$ cat config.mk
export PLATFORM = sky130hd
export DESIGN_NAME = turbo_puncture
export DESIGN_NICKNAME = d
export VERILOG_FILES = /design/src/rtl/turbo_puncture.sv
export SDC_FILE = /design/constraint.sdc
export NUM_CORES = 1
export LEC_CHECK = 0
export BUFFER_PORTS_ARGS = -buffer_cell sky130_fd_sc_hd__clkbuf_2
export CAP_MARGIN = 20
export CORE_UTILIZATION = 61
export CTS_BUF_LIST = sky130_fd_sc_hd__clkbuf_2 sky130_fd_sc_hd__clkbuf_4 sky130_fd_sc_hd__clkbuf_8
export CTS_CLUSTER_DIAMETER = 30
export DETAILED_ROUTE_END_ITERATION = 6
export PLACE_DENSITY = 0.86
export SLEW_MARGIN = 20
export SYNTH_ARGS = -nofsm -noshare
export SYNTH_HDL_FRONTEND = slang
export SYNTH_SLANG_ARGS = --single-unit
$ cat constraint.sdc
create_clock -name clk -period 3.7 [get_ports clk]
set_clock_uncertainty 0.15 [all_clocks]
set_input_delay 0.74 -clock clk [delete_from_list [all_inputs] [get_ports clk]]
set_output_delay 0.74 -clock clk [all_outputs]
set_load 0.1 [all_outputs]
$ cat src/rtl/turbo_puncture.sv
// Parity puncturing stage: keeps p1 or p2 per word according to PAT and
// frames the punctured frame with d_start/d_over for the output controller.
module turbo_puncture #(
    parameter int unsigned N    = 16,
    parameter int unsigned W    = 4,
    parameter logic [1:0]  PAT  = 2'b01,
    parameter int unsigned HOLD = 32
) (
    input  logic         clk,
    input  logic         rst,
    input  logic         frame_start,
    input  logic         in_valid,
    input  logic [W-1:0] p1,
    input  logic [W-1:0] p2,
    output logic [W-1:0] delete_out,
    output logic         d_valid,
    output logic         d_start,
    output logic         d_over,
    output logic         err
);

    localparam int unsigned KW = $clog2(N) + 1;
    localparam int unsigned HW = $clog2(HOLD) + 1;

    typedef enum logic [1:0] {StIdle, StRun, StDone} state_e;

    state_e         state_q, state_d;
    logic [KW-1:0]  k_q, k_d;
    logic [HW-1:0]  hold_q, hold_d;
    logic [W-1:0]   dout_q, dout_d;
    logic           dvalid_q, dvalid_d;
    logic           dstart_q, dstart_d;
    logic           dover_q, dover_d;
    logic           err_q, err_d;

    always_ff @(posedge clk or negedge rst) begin
        if (!rst) begin
            state_q  <= StIdle;
            k_q      <= '0;
            hold_q   <= '0;
            dout_q   <= '0;
            dvalid_q <= 1'b0;
            dstart_q <= 1'b0;
            dover_q  <= 1'b0;
            err_q    <= 1'b0;
        end else begin
            state_q  <= state_d;
            k_q      <= k_d;
            hold_q   <= hold_d;
            dout_q   <= dout_d;
            dvalid_q <= dvalid_d;
            dstart_q <= dstart_d;
            dover_q  <= dover_d;
            err_q    <= err_d;
        end
    end

    always_comb begin
        state_d  = state_q;
        k_d      = k_q;
        hold_d   = hold_q;
        dout_d   = dout_q;
        dvalid_d = 1'b0;
        dstart_d = dstart_q;
        dover_d  = dover_q;
        err_d    = err_q;
        unique case (state_q)
            StIdle: begin
                if (in_valid) err_d = 1'b1;
                if (frame_start) begin
                    state_d = StRun;
                    k_d     = '0;
                end
            end
            StRun: begin
                // A restart takes priority over any word presented in the same cycle
                if (frame_start) begin
                    err_d = 1'b1;
                    k_d   = '0;
                end else if (in_valid) begin
                    dout_d   = PAT[k_q[0]] ? p1 : p2;
                    dvalid_d = 1'b1;
                    dstart_d = 1'b1;
                    if (k_q == KW'(N - 1)) begin
                        state_d = StDone;
                        k_d     = '0;
                    end else begin
                        k_d = k_q + 1'b1;
                    end
                end
            end
            StDone: begin
                if (in_valid) err_d = 1'b1;
                if (frame_start) begin
                    dover_d  = 1'b0;
                    dstart_d = 1'b0;
                    state_d  = StRun;
                    k_d      = '0;
                end else if (!dover_q) begin
                    // First DONE cycle: d_over is only ever low here on entry
                    dstart_d = 1'b0;
                    dover_d  = 1'b1;
                    hold_d   = '0;
                end else if (hold_q == HW'(HOLD - 1)) begin
                    dover_d = 1'b0;
                    state_d = StIdle;
                end else begin
                    hold_d = hold_q + 1'b1;
                end
            end
            default: state_d = StIdle;
        endcase
    end

    assign delete_out = dout_q;
    assign d_valid    = dvalid_q;
    assign d_start    = dstart_q;
    assign d_over     = dover_q;
    assign err        = err_q;

endmodule
==> flow_metrics.env <==
export IMPL_ctsRootBufferMaster="sky130_fd_sc_hd__clkbuf_4"
export IMPL_yosys_area_share_xor_xnor=0
export IMPL_slack_of_the_worst_reg_to_reg_path_ns=1.81
export IMPL_critical_path_capture_point_type="output pin"
export IMPL_global_placement_routability_congestion=0.878
export IMPL_drv_max_cap_violation_count=0
export IMPL_critical_path_required_ns=2.81
export IMPL_synth_yosys_warnings=0
export IMPL_h_tree_depth=1
export IMPL_floorplan_initialDensity=0.684
export IMPL_p_per_area_nw_per_um2=453
export IMPL_synth_cells=109
export IMPL_final_net_count=142
export IMPL_cp_start_kind="register"
export IMPL_timing_rr_start="k_q[0]"
export IMPL_synthSimpleGateAreaFrac=0.219
export IMPL_series_of_cell_instances_along_the_critical_path="clkbuf_2"
export IMPL_hp_class="in -> async"
export IMPL_cts_repair_timing_setup_buffer_count=0
export IMPL_synthDistinctLibCells=35
export IMPL_count_of_flip_flops_with_a_built_in_enable_after_synthesis=0
export IMPL_dieArea_um2=1960
export IMPL_dieWidth_um=44.3
export IMPL_footprint_of_the_multi_input_gates_um2=527
export IMPL_period_share=0.612
export IMPL_final_fill_count=106
export IMPL_count_of_standard_cell_rows=14
export IMPL_io_pin_count=20
export IMPL_finalCriticalPeriod_ns=2.26
export IMPL_floorplan_core_area_um2=1590
export IMPL_cp_data_arrival_time_ns=1.37
export IMPL_grt_first_pass_wirelength_um=3330
export IMPL_synth_compound_area_frac=0.181
export IMPL_clock_tree_buffer_depth=2
export IMPL_maxSlewHeadroom=0.639
export IMPL_globalRouteOverflowTotal=0
export IMPL_dominantRegCellSynth="sky130_fd_sc_hd__dfrtp_1"
export IMPL_final_setup_viol_count=0
export IMPL_synth_sequential_area_ratio=0.482
export IMPL_grt_antenna_before_repair=0
export IMPL_post_synth_top_area_fraction=0.482
export IMPL_synth_area_per_cell_um2=10.0
export IMPL_slowest_delay_ns=0.55
export IMPL_drtIter0Drc=21
export IMPL_async_flop_share=1.00
export IMPL_timing_critical_path_max_delay_family="flip-flops"
export IMPL_grt_setup_unrepaired="no"
export IMPL_fin_tns_setup_ns=0
export IMPL_clk_transition_reported_paths_ns=0.12
export IMPL_post_synthesis_register_bit_count=21
export IMPL_drv_slew=0
export IMPL_setup_slack_placement_ns=1.66
export IMPL_post_drt_via_cell_ratio=5.89
export IMPL_dr_pass1_iters=4
export IMPL_layout_area_seq_um2=526
export IMPL_worst_setup_path_start="d_over"
export IMPL_worstRegToRegCells=4
export IMPL_routed_wire_length_per_instance_um=13.2
export IMPL_postCtsResizedCells=0
export IMPL_final_antenna_net_count=0
export IMPL_critPathMaxFanout=12
export IMPL_final_layout_size_suffix_gt1_frac=0.228
export IMPL_first_global_vias=770
export IMPL_synthesis_nets=123
export IMPL_cells_taking_the_most_area_after_synthesis="sky130_fd_sc_hd__dfrtp_1 48%, sky130_fd_sc_hd__mux2i_1 4.6%, sky130_fd_sc_hd__o21ai_0 4.6%"
export IMPL_tritoncts="yes"
export IMPL_detail_route_wirelength_um=1990
export IMPL_dp_hpwl_um=1430
export IMPL_die_h_um=44.3
export IMPL_fin_ws_ns=1.44
export IMPL_dominant_combinational_cell_family_by_area_after_synthesis="simple AND/OR/NAND/NOR gates"
export IMPL_placement_io_buffers=19
export IMPL_max_vdd_ir_drop_uv=343
export IMPL_power_leakage_nw=0.567
export IMPL_critPathKind="reg -> out"
export IMPL_area_growth_synth_to_final_pct=12.0
export IMPL_antenna_cells=0
export IMPL_run_status="completed"
export IMPL_post_synth_fa_ha_maj_area_fraction=0.0229
export IMPL_actual_transition_at_the_worst_max_transition_pin_ns=0.544
export IMPL_hold_violations=0
export IMPL_drc=0
export IMPL_synth_mux_area_fraction=0.0596
export IMPL_gr_usage_all_layers=0.233
export IMPL_cts_buffers=3
export IMPL_tritoncts_num_sinks=21
export IMPL_post_cts_hold_buffer_count=0
export IMPL_timing_critical_path_depth=1
export IMPL_slowest_stage_cell_cp="sky130_fd_sc_hd__dfrtp_1"
export IMPL_worstSkewPairLatency_ns=0.31
export IMPL_critical_path_n_buffers_inverters=1
export IMPL_synthDominantAreaCellType="sky130_fd_sc_hd__dfrtp_1"
export IMPL_synth_cell_area_um2=1090
export IMPL_largest_net_degree_at_the_start_of_global_routing=22
export IMPL_maxClockFrequency_mhz=442
export IMPL_via_count=890
-- area by class of cell --
type	count	area share
multi-input combinational	79	0.431
sequential	21	0.430
timing repair buffer	19	0.0778
clock buffer	4	0.0246
tap	24	0.0246
inverter	4	0.0123
-- synthesized netlist by cell type (3+ instances only) --
library cell              instances
sky130_fd_sc_hd__dfrtp_1         21
sky130_fd_sc_hd__mux2i_1          5
sky130_fd_sc_hd__a21oi_1          7
sky130_fd_sc_hd__nor2_1           5
sky130_fd_sc_hd__nand3_1          3
sky130_fd_sc_hd__nor2b_1          3
sky130_fd_sc_hd__inv_1            4
sky130_fd_sc_hd__nand4_1          3
sky130_fd_sc_hd__nand2_1         13
sky130_fd_sc_hd__buf_2            4
sky130_fd_sc_hd__o21ai_0         10
-- placed cells by master (no fill, tap or decap), types with 2 or more instances in the layout --
master,instances
sky130_fd_sc_hd__mux2i_1,5
sky130_fd_sc_hd__clkbuf_2,19
sky130_fd_sc_hd__o211ai_1,2
sky130_fd_sc_hd__o21ai_0,10
sky130_fd_sc_hd__ha_1,2
sky130_fd_sc_hd__inv_1,4
sky130_fd_sc_hd__o31ai_1,2
sky130_fd_sc_hd__nand4_1,3
sky130_fd_sc_hd__a21oi_1,7
sky130_fd_sc_hd__a31oi_1,2
sky130_fd_sc_hd__nor2_1,5
sky130_fd_sc_hd__clkbuf_4,4
sky130_fd_sc_hd__nand3_1,3
sky130_fd_sc_hd__nand4b_1,2
sky130_fd_sc_hd__dfrtp_1,21
sky130_fd_sc_hd__nand2_1,13
sky130_fd_sc_hd__nor2b_1,3
sky130_fd_sc_hd__a41oi_1,2
sky130_fd_sc_hd__nor3b_1,2
-- metrics by stage --
| stage | utilization | power, W | hold slack [ns] | cell area (µm²) | instances |
|---|---|---|---|---|---|
| finish | 0.767 | 0.000554 | 0.219 | 1220 | 151 |
| global route | 0.767 | 0.000573 | 0.265 | 1220 | 151 |
| CTS | 0.767 | 0.000555 | 0.234 | 1220 | 151 |
| detailed placement | 0.748 | 0.000435 | 0.322 | 1190 | 147 |
| global placement | 0.748 | 0.000431 | 0.306 | 1190 | 147 |
| floorplan | - | 0.000404 | 0.294 | 1090 | 109 |
-- state kept, by name, indices dropped and copies added, names as in the netlist --
name	count
d_over	1
hold_q	6
delete_out	4
err	1
k_q	5
d_valid	1
d_start	1
state_q	2
-- where the power goes --
part	leakage, nW	internal [W]	total [W]	switching [W]
logic	0.305	0.0000357	0.000161	0.000125
clock network	0.0184	0.0000494	0.000123	0.0000740
registers	0.244	0.000248	0.000270	0.0000221
-- kinds of logic after synthesis --
group | after synthesis
muxes | 6
and+or+nand+nor | 40
DFF | 21
buffers and inverters | 9
AOI/OAI and AO/OA | 31
adders and majority gates | 2
-- worst paths after layout --
check,end
max in group asynchronous,hold_q[4]
hold / removal,k_q[2]
setup reg to reg,state_q[0]
min in group clk,err
setup / recovery,d_over
hold reg to reg,err
-- layer usage --
layer / track usage / wire length, µm
met3: 0.0367 / 94
met2: 0.329 / 856
met1: 0.358 / 1010
met5: 0 / 0
met4: 0.0909 / 22
Power figures use the tool's default switching activity.
